## config.mk

```make
export PLATFORM = sky130hd
export DESIGN_NAME = spi_slave_flat
export DESIGN_NICKNAME = d
export VERILOG_FILES = /design/src/rtl/spi_slave_if.sv /design/src/rtl/spi_slave.sv /design/src/flat_wrapper.sv
export SDC_FILE = /design/constraint.sdc
export NUM_CORES = 1
export LEC_CHECK = 0
export ABC_AREA = 1
export BUFFER_PORTS_ARGS = -buffer_cell sky130_fd_sc_hd__buf_2
export CORE_ASPECT_RATIO = 1.1
export CORE_MARGIN = 5
export CORE_UTILIZATION = 64
export CTS_BUF_LIST = sky130_fd_sc_hd__clkbuf_8
export DETAILED_ROUTE_END_ITERATION = 12
export PLACE_DENSITY_LB_ADDON = 0.1
export SLEW_MARGIN = 20
export SYNTH_ARGS = -nofsm -noshare
export SYNTH_HDL_FRONTEND = slang
export SYNTH_SLANG_ARGS = --single-unit
export TNS_END_PERCENT = 10
```

## constraint.sdc

```tcl
create_clock -name clk -period 2.3 [get_ports clk]
set_clock_uncertainty 0.1 [all_clocks]
set_input_delay 0.46 -clock clk [delete_from_list [all_inputs] [get_ports clk]]
set_output_delay 0.46 -clock clk [all_outputs]
set_load 0.02 [all_outputs]
```

## src/rtl/spi_slave_if.sv

```systemverilog
// rtl/spi_slave_if.sv - register bus between the peripheral bus and the SPI slave
interface spi_slave_if #(
    parameter int DATA_WIDTH = 8
);
    logic [1:0]            addr;
    logic                  wr;
    logic [DATA_WIDTH-1:0] data_wr;
    logic [DATA_WIDTH-1:0] data_rd;

    modport master (output addr, wr, data_wr, input data_rd);
    modport slave  (input addr, wr, data_wr, output data_rd);
endinterface

```

## src/rtl/spi_slave.sv

```systemverilog
// rtl/spi_slave.sv - oversampled SPI slave, all four CPOL/CPHA modes
// Pins are synchronized to clk; transfers are full duplex, MSB first.
module spi_slave #(
    parameter int DATA_WIDTH  = 8,
    parameter int SYNC_STAGES = 2
) (
    input  logic        clk,
    input  logic        rst_n,
    spi_slave_if.slave  bus,
    input  logic        sck,
    input  logic        mosi,
    input  logic        ss_n,
    output logic        miso,
    output logic        miso_oe,
    output logic        irq
);
    localparam int CW = $clog2(DATA_WIDTH);

    logic [SYNC_STAGES-1:0] sck_sync, mosi_sync, ss_sync;
    logic                   sck_s, mosi_s, ss_s, sck_d, ss_d;
    logic                   active;
    logic                   cpol, cpha;
    logic [DATA_WIDTH-1:0]  tx_data, rx_data, tx_shift;
    logic [DATA_WIDTH-2:0]  rx_shift;
    logic [DATA_WIDTH-1:0]  rx_next;
    logic [CW-1:0]          bit_cnt;
    logic                   rx_full, overrun, tx_pending;
    logic                   rise, fall, lead_edge, trail_edge;
    logic                   sample_edge, shift_edge, ss_fall, last_bit;

    // The ss_n chain resets low so a master still holding ss_n low after
    // reset produces no falling edge; selection needs a real high-to-low.
    always_ff @(posedge clk or negedge rst_n) begin
        if (!rst_n) begin
            sck_sync  <= '0;
            mosi_sync <= '0;
            ss_sync   <= '0;
        end else begin
            sck_sync  <= {sck_sync[SYNC_STAGES-2:0], sck};
            mosi_sync <= {mosi_sync[SYNC_STAGES-2:0], mosi};
            ss_sync   <= {ss_sync[SYNC_STAGES-2:0], ss_n};
        end
    end

    assign sck_s       = sck_sync[SYNC_STAGES-1];
    assign mosi_s      = mosi_sync[SYNC_STAGES-1];
    assign ss_s        = ss_sync[SYNC_STAGES-1];
    assign rise        = sck_s & ~sck_d;
    assign fall        = ~sck_s & sck_d;
    assign lead_edge   = cpol ? fall : rise;
    assign trail_edge  = cpol ? rise : fall;
    assign sample_edge = cpha ? trail_edge : lead_edge;
    assign shift_edge  = cpha ? lead_edge : trail_edge;
    assign ss_fall     = ~ss_s & ss_d;
    assign last_bit    = (bit_cnt == CW'(DATA_WIDTH - 1));
    assign rx_next     = {rx_shift, mosi_s};

    always_ff @(posedge clk or negedge rst_n) begin
        if (!rst_n) begin
            sck_d      <= 1'b0;
            ss_d       <= 1'b0;
            active     <= 1'b0;
            cpol       <= 1'b0;
            cpha       <= 1'b0;
            tx_data    <= '0;
            rx_data    <= '0;
            tx_shift   <= '0;
            rx_shift   <= '0;
            bit_cnt    <= '0;
            rx_full    <= 1'b0;
            overrun    <= 1'b0;
            tx_pending <= 1'b0;
            miso       <= 1'b0;
        end else begin
            sck_d <= sck_s;
            ss_d  <= ss_s;
            miso  <= active & tx_shift[DATA_WIDTH-1];

            // W1C clears come first so a same-cycle set below wins.
            if (bus.wr && bus.addr == 2'd1) begin
                if (bus.data_wr[0]) rx_full <= 1'b0;
                if (bus.data_wr[1]) overrun <= 1'b0;
            end

            if (ss_s) begin
                active  <= 1'b0;
                bit_cnt <= '0;
            end else if (ss_fall) begin
                active     <= 1'b1;
                tx_shift   <= tx_data;
                rx_shift   <= '0;
                bit_cnt    <= '0;
                tx_pending <= 1'b0;
            end else if (active) begin
                if (sample_edge) begin
                    rx_shift <= rx_next[DATA_WIDTH-2:0];
                    bit_cnt  <= last_bit ? '0 : bit_cnt + CW'(1);
                    if (last_bit) begin
                        rx_data <= rx_next;
                        rx_full <= 1'b1;
                        if (rx_full) overrun <= 1'b1;
                    end
                end
                if (shift_edge) begin
                    if (bit_cnt == '0) begin
                        tx_shift   <= tx_data;
                        tx_pending <= 1'b0;
                    end else begin
                        tx_shift <= {tx_shift[DATA_WIDTH-2:0], 1'b0};
                    end
                end
            end

            // After the load logic so a write in the load cycle keeps TxPending set.
            if (bus.wr && bus.addr == 2'd0) begin
                cpol <= bus.data_wr[0];
                cpha <= bus.data_wr[1];
            end
            if (bus.wr && bus.addr == 2'd2) begin
                tx_data    <= bus.data_wr;
                tx_pending <= 1'b1;
            end
        end
    end

    assign miso_oe = active;
    assign irq     = rx_full;

    always_comb begin
        bus.data_rd = '0;
        case (bus.addr)
            2'd0:    bus.data_rd = DATA_WIDTH'({cpha, cpol});
            2'd1:    bus.data_rd = DATA_WIDTH'({tx_pending, active, overrun, rx_full});
            2'd2:    bus.data_rd = tx_data;
            default: bus.data_rd = rx_data;
        endcase
    end
endmodule

```

## src/flat_wrapper.sv

```systemverilog
// flat-port wrapper written by rule: the top's interface ports become plain ports
module spi_slave_flat 
#(
    parameter int DATA_WIDTH  = 8,
    parameter int SYNC_STAGES = 2
)
  (clk, rst_n, sck, mosi, ss_n, miso, miso_oe, irq, bus_addr, bus_wr, bus_data_wr, bus_data_rd);
  spi_slave_if #(.DATA_WIDTH(DATA_WIDTH)) bus_i ();
  input  logic clk;
  input  logic rst_n;
  input  logic sck;
  input  logic mosi;
  input  logic ss_n;
  output logic miso;
  output logic miso_oe;
  output logic irq;
  input wire logic [$bits(bus_i.addr)-1:0] bus_addr;
  input wire logic [$bits(bus_i.wr)-1:0] bus_wr;
  input wire logic [$bits(bus_i.data_wr)-1:0] bus_data_wr;
  output wire logic [$bits(bus_i.data_rd)-1:0] bus_data_rd;
  assign bus_i.addr = bus_addr;
  assign bus_i.wr = bus_wr;
  assign bus_i.data_wr = bus_data_wr;
  assign bus_data_rd = bus_i.data_rd;
  spi_slave #(.DATA_WIDTH(DATA_WIDTH), .SYNC_STAGES(SYNC_STAGES)) u_core (.clk(clk), .rst_n(rst_n), .bus(bus_i), .sck(sck), .mosi(mosi), .ss_n(ss_n), .miso(miso), .miso_oe(miso_oe), .irq(irq));
endmodule
```

# Yosys cells after proc, flatten, opt, wreduce, memory -nomap -nowiden

Index checks and enable logic that the tools add are counted.

$add $sub $neg: 1
Multipliers: 0
Divide/modulo/power cells: 0
Magnitude comparators: 0
Equality and inequality tests: 4
Shifts and indexed selects: 0
Multiplexer cells: 40
Bitwise logic cells: 8
Reductions and logical operators: 19

Operators by type and width:

| kind                                           | number |
|---|---|
| two-way mux 8 bit                              | 4 |
| two-way mux 1 bit                              | 27 |
| one-hot mux 8 bit (3 select lines)             | 1 |
| two-way mux 7 bit                              | 3 |
| two-way mux 3 bit                              | 5 |
| nonzero test 3 bit                             | 5 |
| nonzero test 2 bit                             | 4 |
| AND reduction 3 bit                            | 2 |
| AND reduction 5 bit                            | 1 |
| bitwise AND 1 bit                              | 4 |
| NOT 1 bit                                      | 4 |
| AND reduction 4 bit                            | 1 |
| adder 3 x 1 -> 3 bit (second input constant)   | 1 |
| == test 3 bit (second input constant)          | 1 |
| logical AND 1 bit                              | 3 |
| zero test 3 bit                                | 1 |
| == test 2 x 1 -> 1 bit (second input constant) | 1 |
| == test 2 bit (second input constant)          | 1 |
| zero test 2 bit                                | 1 |
| inequality test 2 bit (second input constant)  | 1 |
| AND reduction 2 bit                            | 1 |

Bits in registers: 49
Latch bits: 0
Bits in writable memories: 0
Memory bits (read-only): 0
Input port bits: 16
Logic and storage cells: 89
Memories: 0

# Logic depth before layout (Yosys ltp)

Gate-level depths: netlist of run 1.

Depth in word-level cells: 9
Mapped depth: 9

# Least setup slack after synthesis of run 1

No wires, ideal clock.

Path type: input to output
Start: in bus_addr[0]
End: out bus_data_rd[0]
Arrival: 1.134 ns
Required time: 1.740 ns
Path slack: 0.606 ns
Cell stages on the path: 4
Cell sequence: inv_1 -> nor2_1 -> inv_1 -> o2111ai_1

Cells in the longest elaborated chain, start to end: 2
Elaborated cells between the ends (all ways): 4

RTL lines:

| item                                   | RTL line           | source |
|---|---|---|
| start: declaration                     | flat_wrapper.sv:17 | `input wire logic [$bits(bus_i.addr)-1:0] bus_addr;` |
| == test 2 bit (tied with other cells)  | spi_slave.sv:131   | `case (bus.addr)` |
| one-hot mux 8 bit (3 select lines) (*) | spi_slave.sv:131   |  |
| end: declaration                       | flat_wrapper.sv:20 | `output wire logic [$bits(bus_i.data_rd)-1:0] bus_data_rd;` |

Mark *: on every way between the ends. The rest lies on a longest branch, timed or not.

# Worst setup path after layout of run 1

Same ends and word-level chain as after synthesis.

==> flow_summary.ini, run 1 <==
[run_status]
status = complete, no violations

[die]
core_area_sq_um = 3300
die-area_sq_um = 4670
rows = 22
initial_core_util_pct = 65.9
io_pins = 27
die_h_microns = 71.2
die_width_microns = 65.6

[sta]
setup_tns_ns = 0
finalCritPeriodShare_pct = 82.9
hold_viol_final = 0
rsz0062_at_grt = false
setup_viol = 0
max_freq_mhz = 524
finalCriticalPeriod_ns = 1.91
drv_slew = 0
timing.slew.headroom_pct = 59.2
tightestPinTransition_ns = 0.611

[critical_path]
crit_slowest_cell = nor2_1
critPathLaunchType = primary input
arrival_ns = 1.35
rrSetupSlack_ns = 0.65
reg2reg_depth = 7
cp_top_family = buffers and inverters
crit_chain = buf_2 > inv_1 > nor2_1 > inv_1 > o2111ai_1 > buf_2
path_buf_inv = 4
worstReg2RegStart = u_core.bit_cnt[1]
cp-end-kind = output pin
reg2reg_to = u_core.rx_data[3]
crit_path_max_incr_delay_ns = 0.22
cp_max_fo = 4
crit_start = bus_addr[0]
required_ns = 1.74
crit_type = in2out

[cells_and_area]
fillers = 268
final_nets = 291
diodes = 0
design_area_sq_um = 2420
utilization_pct = 73.2
syn_to_final_growth_pct = 11.2
drive_gt1_share_pct = 17.6

[route]
wl_microns = 4190
ant_nets = 0
via_per_inst = 5.36
drc_errors = 0
first_pass_iters = 4
drtIter0Drc = 105
wl_per_cell_microns = 13.6
via_count = 1655

[power_and_ir_drop]
power_frac_comb_pct = 16.1
sw_frac_of_total_pct = 28.7
switchingPower_w = 0.000508
vdd_drop_max_uv = 551
seqPwrFrac_pct = 57.4
power_density_nw_per_um2 = 732
power_frac_clock_pct = 26.5
leakage_nw = 1.28
p_int_w = 0.00126

[grt]
grt_pass1_wl_microns = 7460
grt-ovfl-total = 0
grt_pass1_vias = 1671
antenna_found_initial = 0
grt_max_degree = 30
track_usage_pct = 20.9

[yosys]
yosysWarnings = 0
synth_cell_types = 25
syn_nets = 259
syn-instance-count = 240
ys_seq_elements = 49
netlist_area_sq_um = 2180
ys_seq_area_share_pct = 56.4
syn_area_per_cell_sq_um = 9.07

[clock_tree]
clk_pin_slew_worst_paths_ns = 0.08
cts_resized = 0
cts_setup_buffers = 0
clock_latency_ns = 0.30
cts_buffer_depth = 2
cts.sinks = 49
ctsHoldBuffers = 0
cts_tree = built
cts_buffers = 5
cts_root_buf = clkbuf_8
h-tree-depth = 2

[placement]
placed_cell_area_sq_um = 2340
hpwl_microns = 3110
place_congestion = 0.867
port_buffers = 26

[hold_path]
hold_class = in2async

[flow_run]
drv_cap = 0
## placed cells by master (no fill, tap or decap)
master,count
buf_2,26
nand4_1,3
nor2_1,3
o21ai_1,9
clkbuf_8,5
nor4_2,1
o21ai_4,1
dfrtp_1,49
mux2_2,6
buf_4,3
ha_1,3
o21ai_0,19
nand3_1,21
or2_1,1
nand2_2,2
nor2_4,1
a21oi_1,1
o2111ai_1,1
inv_2,2
inv_1,34
a22o_1,4
nand2_1,75
clkinv_1,1
nand3_2,1
o211ai_1,1
## power by group through the flow
stage / clock (W) / combinational [W] / sequential, W
final: 0.000468 / 0.000286 / 0.00102
after global routing: 0.000515 / 0.000331 / 0.00103
after CTS: 0.000480 / 0.000289 / 0.00102
after detailed placement: 0 / 0.000287 / 0.00103
after global placement: 0 / 0.000279 / 0.00103
after floorplan: 0 / 0.000195 / 0.00102
## routing by layer
metal	track usage [%]	vias up	share of wire, %	wire length (microns)
li1	-	831	-	-
met1	26.4	783	45	1890
met2	34.6	30	50	2070
met3	5.71	11	3.9	162
met4	6.68	0	1.4	60
met5	0	-	0	0
## synth_stat cells (all sizes together)
master | n | area, sq um
a21oi | 1 | 5.00
a22o | 4 | 35.0
buf | 4 | 35.0
clkinv | 1 | 3.75
dfrtp | 49 | 1230
ha | 3 | 37.5
inv | 33 | 124
mux2 | 6 | 67.6
nand2 | 77 | 294
nand3 | 22 | 115
nand4 | 3 | 18.8
nor2 | 4 | 22.5
nor4 | 1 | 12.5
o2111ai | 1 | 8.76
o211ai | 1 | 7.51
o21ai | 29 | 156
or2 | 1 | 6.26
## logic make-up after synthesis
group | count (synthesis) | share of synthesized area (%)
AO/OA/AOI/OAI | 36 | 9.78
adder cells (fa/ha/maj) | 3 | 1.73
buffers and inverters | 38 | 7.48
flip-flops | 49 | 56.4
multiplexers | 6 | 3.11
AND/OR/NAND/NOR | 108 | 21.6
## how the worst max path moves through the flow
stage | endpoint | slack [ns] | cells past startpoint
4_1_cts | bus_data_rd[0] | 0.39 | 7
3_5_place_dp | bus_data_rd[0] | 0.41 | 6
2_1_floorplan | bus_data_rd[0] | 0.61 | 4
5_1_grt | bus_data_rd[2] | 0.26 | 6
3_3_place_gp | bus_data_rd[0] | 0.41 | 6
6_report | bus_data_rd[0] | 0.39 | 6
## area by class of cell
cell class,instances,area (sq um),area share (%)
well taps,36,45.0,1.86
multi-input cells,153,787,32.5
inverters,34,128,5.28
repair buffers,29,153,6.31
clock inverters,3,11.3,0.466
clock buffers,5,68.8,2.85
flip-flops and latches,49,1230,50.7
## flip-flops by register name, summed over array words and instances, names as in the netlist, 2 cells and up
name and cells:
u_core.bit_cnt 3, u_core.mosi_sync 2, u_core.rx_data 8, u_core.rx_shift 7
u_core.sck_sync 2, u_core.ss_sync 2, u_core.tx_data 8, u_core.tx_shift 8
## per-stage QoR
stage / hold WS, ns / worst slack [ns] / cells / power, W
3_5_place_dp: 0.239 / 0.412 / 301 / 0.00132
2_1_floorplan: 0.0644 / 0.606 / 240 / 0.00121
3_3_place_gp: 0.232 / 0.414 / 301 / 0.00131
4_1_cts: 0.0813 / 0.386 / 309 / 0.00178
6_report: 0.0588 / 0.392 / 309 / 0.00177
5_1_grt: 0.108 / 0.255 / 309 / 0.00187
Power figures use the tool's default switching activity.
==> run 2, diff against run 1 <==
- CORE_UTILIZATION: 64 -> 54
- clock period: 2.3 -> 1.6 ns (I/O delays scaled with it)
==> run 2 against run 1 <==
  * Utilization shrank 6.9 points
  * Worst setup slack got worse by 0.33 ns
  * Sequential power rose by 43%
  * Non-clock buffer count up 14
  * Largest cell class unchanged
==> flow_summary.ini, run 2 (synthesis results as in run 1) <==
[sta]
drv_slew = 0
worst_slack_ns = 0.0592
tightestPinTransition_ns = 0.370
setup_viol = 0
finalCriticalPeriod_ns = 1.54
max_freq_mhz = 649
hold_viol_final = 0
timing.slew.headroom_pct = 75.3
finalCritPeriodShare_pct = 96.3
rsz0062_at_grt = true

[grt]
grt_max_degree = 50
antenna_found_initial = 0
grt-ovfl-total = 0
track_usage_pct = 17.4
grt_util_met1_pct = 21.3
top_usage_layer = met2
met3_usage_pct = 5.67
grt_pass1_wl_microns = 7470
grtUsageMet2_pct = 28.7
grt_pass1_vias = 1667

[critical_path]
critPathLaunchType = register
crit_type = reg2out
cp_max_fo = 3
reg2reg_depth = 8
crit_path_max_incr_delay_ns = 0.39
rrSetupSlack_ns = 0.07
required_ns = 1.18
cp-end-kind = output pin
crit_slowest_cell = dfrtp_1
reg2reg_to = u_core.rx_data[2]
arrival_ns = 1.12
crit_chain = inv_1 > o2111ai_2 > buf_6
worstReg2RegStart = u_core.bit_cnt[0]
crit_start = u_core.irq

[placement]
place_congestion = 0.779
place_ws_ns = -0.00911
port_buffers = 26
hpwl_microns = 3150
place_inst = 328

[clock_tree]
cts.sinks = 49
cts_buffers = 5
clk_pin_slew_worst_paths_ns = 0.08
clock_latency_ns = 0.30
cts_tree = built
cts_buffer_depth = 2
cts_root_buf = clkbuf_8
h-tree-depth = 2

[cells_and_area]
top_regs = u_core.rx_data x8, u_core.tx_data x8, u_core.tx_shift x8
final_nets = 305
syn_to_final_growth_pct = 20.0
drive_gt1_share_pct = 23.7
instances_no_fill = 339
final_cell_mix = 74 x nand2_1, 49 x dfrtp_1, 31 x inv_1
utilization_pct = 66.3
final_common_cell = nand2_1
diodes = 0

[route]
first_pass_iters = 4
drtIter0Drc = 82
wl_microns = 4240
ant_nets = 0
via_count = 1666
wl_per_cell_microns = 12.5
via_per_inst = 4.91
drc_errors = 0

[power_and_ir_drop]
vdd_drop_max_uv = 502
leakage_nw = 1.37
power_density_nw_per_um2 = 992

[die]
die_width_microns = 70.5
die-area_sq_um = 5400
rows = 24
die_h_microns = 76.6
core_area_sq_um = 3930
initial_core_util_pct = 55.3
io_pins = 27

[hold_path]
hold_end = u_core.mosi_sync[0]
hold_start = mosi
hold_depth = 1
hold_class = in2reg

[flow_run]
drv_cap = 0

[run_status]
status = complete, no violations
run 2: cell types whose count changed in the layout (fill, tap and decap cells not counted), sizes merged:
cell / change
buf: +13
inv: -1
dlygate4sd3: +1
clkinv: +1
run 2: repair_timing:
| action | 4_1_cts | 5_1_grt |
|---|---|---|
| pin swaps | 1 | 1 |
| hold buffers | 1 | 0 |
| buffers inserted | 2 | 1 |
| resized for setup | 3 | 10 |
| endpoints found under the hold margin | 49 | 0 |
| setup endpoints to repair | 4 | 31 |
run 2: how the worst max path moves through the flow:
stage / end / slack (ns)
final: bus_data_rd[0] / 0.06
after global placement: u_core.rx_data[4] / 0.04
after floorplan: u_core.rx_data[7] / 0.12
after global routing: bus_data_rd[2] / -0.07
after CTS: bus_data_rd[0] / 0.003
after detailed placement: u_core.rx_data[2] / -0.009
run 2: metal layers:
metal  vias up  part of all wire (%)
met3         7                   4.6
li1        862                     -
met2        26                    48
met5         -                     0
met1       771                    46
met4         0                   1.7
run 2: report_power, final:
part / internal, W / switching (W) / leakage [nW]
sequential: 0.00137 / 0.0000915 / 0.632
clock: 0.000297 / 0.000389 / 0.0491
combinational: 0.000184 / 0.000259 / 0.685
total: 0.00185 / 0.000740 / 1.37
run 2: layout make-up:
class | count | area [sq um]
clock buffer | 5 | 68.8
clock inverter | 3 | 13.8
fill | 318 | 1320
inverter | 34 | 128
multi-input combinational | 153 | 807
sequential | 49 | 1230
tap | 52 | 65.1
timing repair buffer | 43 | 302
run 2: worst max-delay path, delay by kind of cell (launching register included):
kind	cells	cell delay [ns]
AO/OA/AOI/OAI	1	0.21
buffers and inverters	2	0.22
flip-flops	1	0.39
run 2: metrics by stage:
stage | cell area [sq um] | hold slack [ns] | total power [W] | TNS, ns
2_1_floorplan | 2180 | -0.0756 | 0.00174 | 0
3_3_place_gp | 2470 | 0.223 | 0.00190 | 0
3_5_place_dp | 2470 | 0.226 | 0.00191 | -0.0133
4_1_cts | 2580 | 0.0124 | 0.00262 | 0
5_1_grt | 2610 | 0.00581 | 0.00276 | -0.510
6_report | 2610 | 0.0226 | 0.00259 | 0
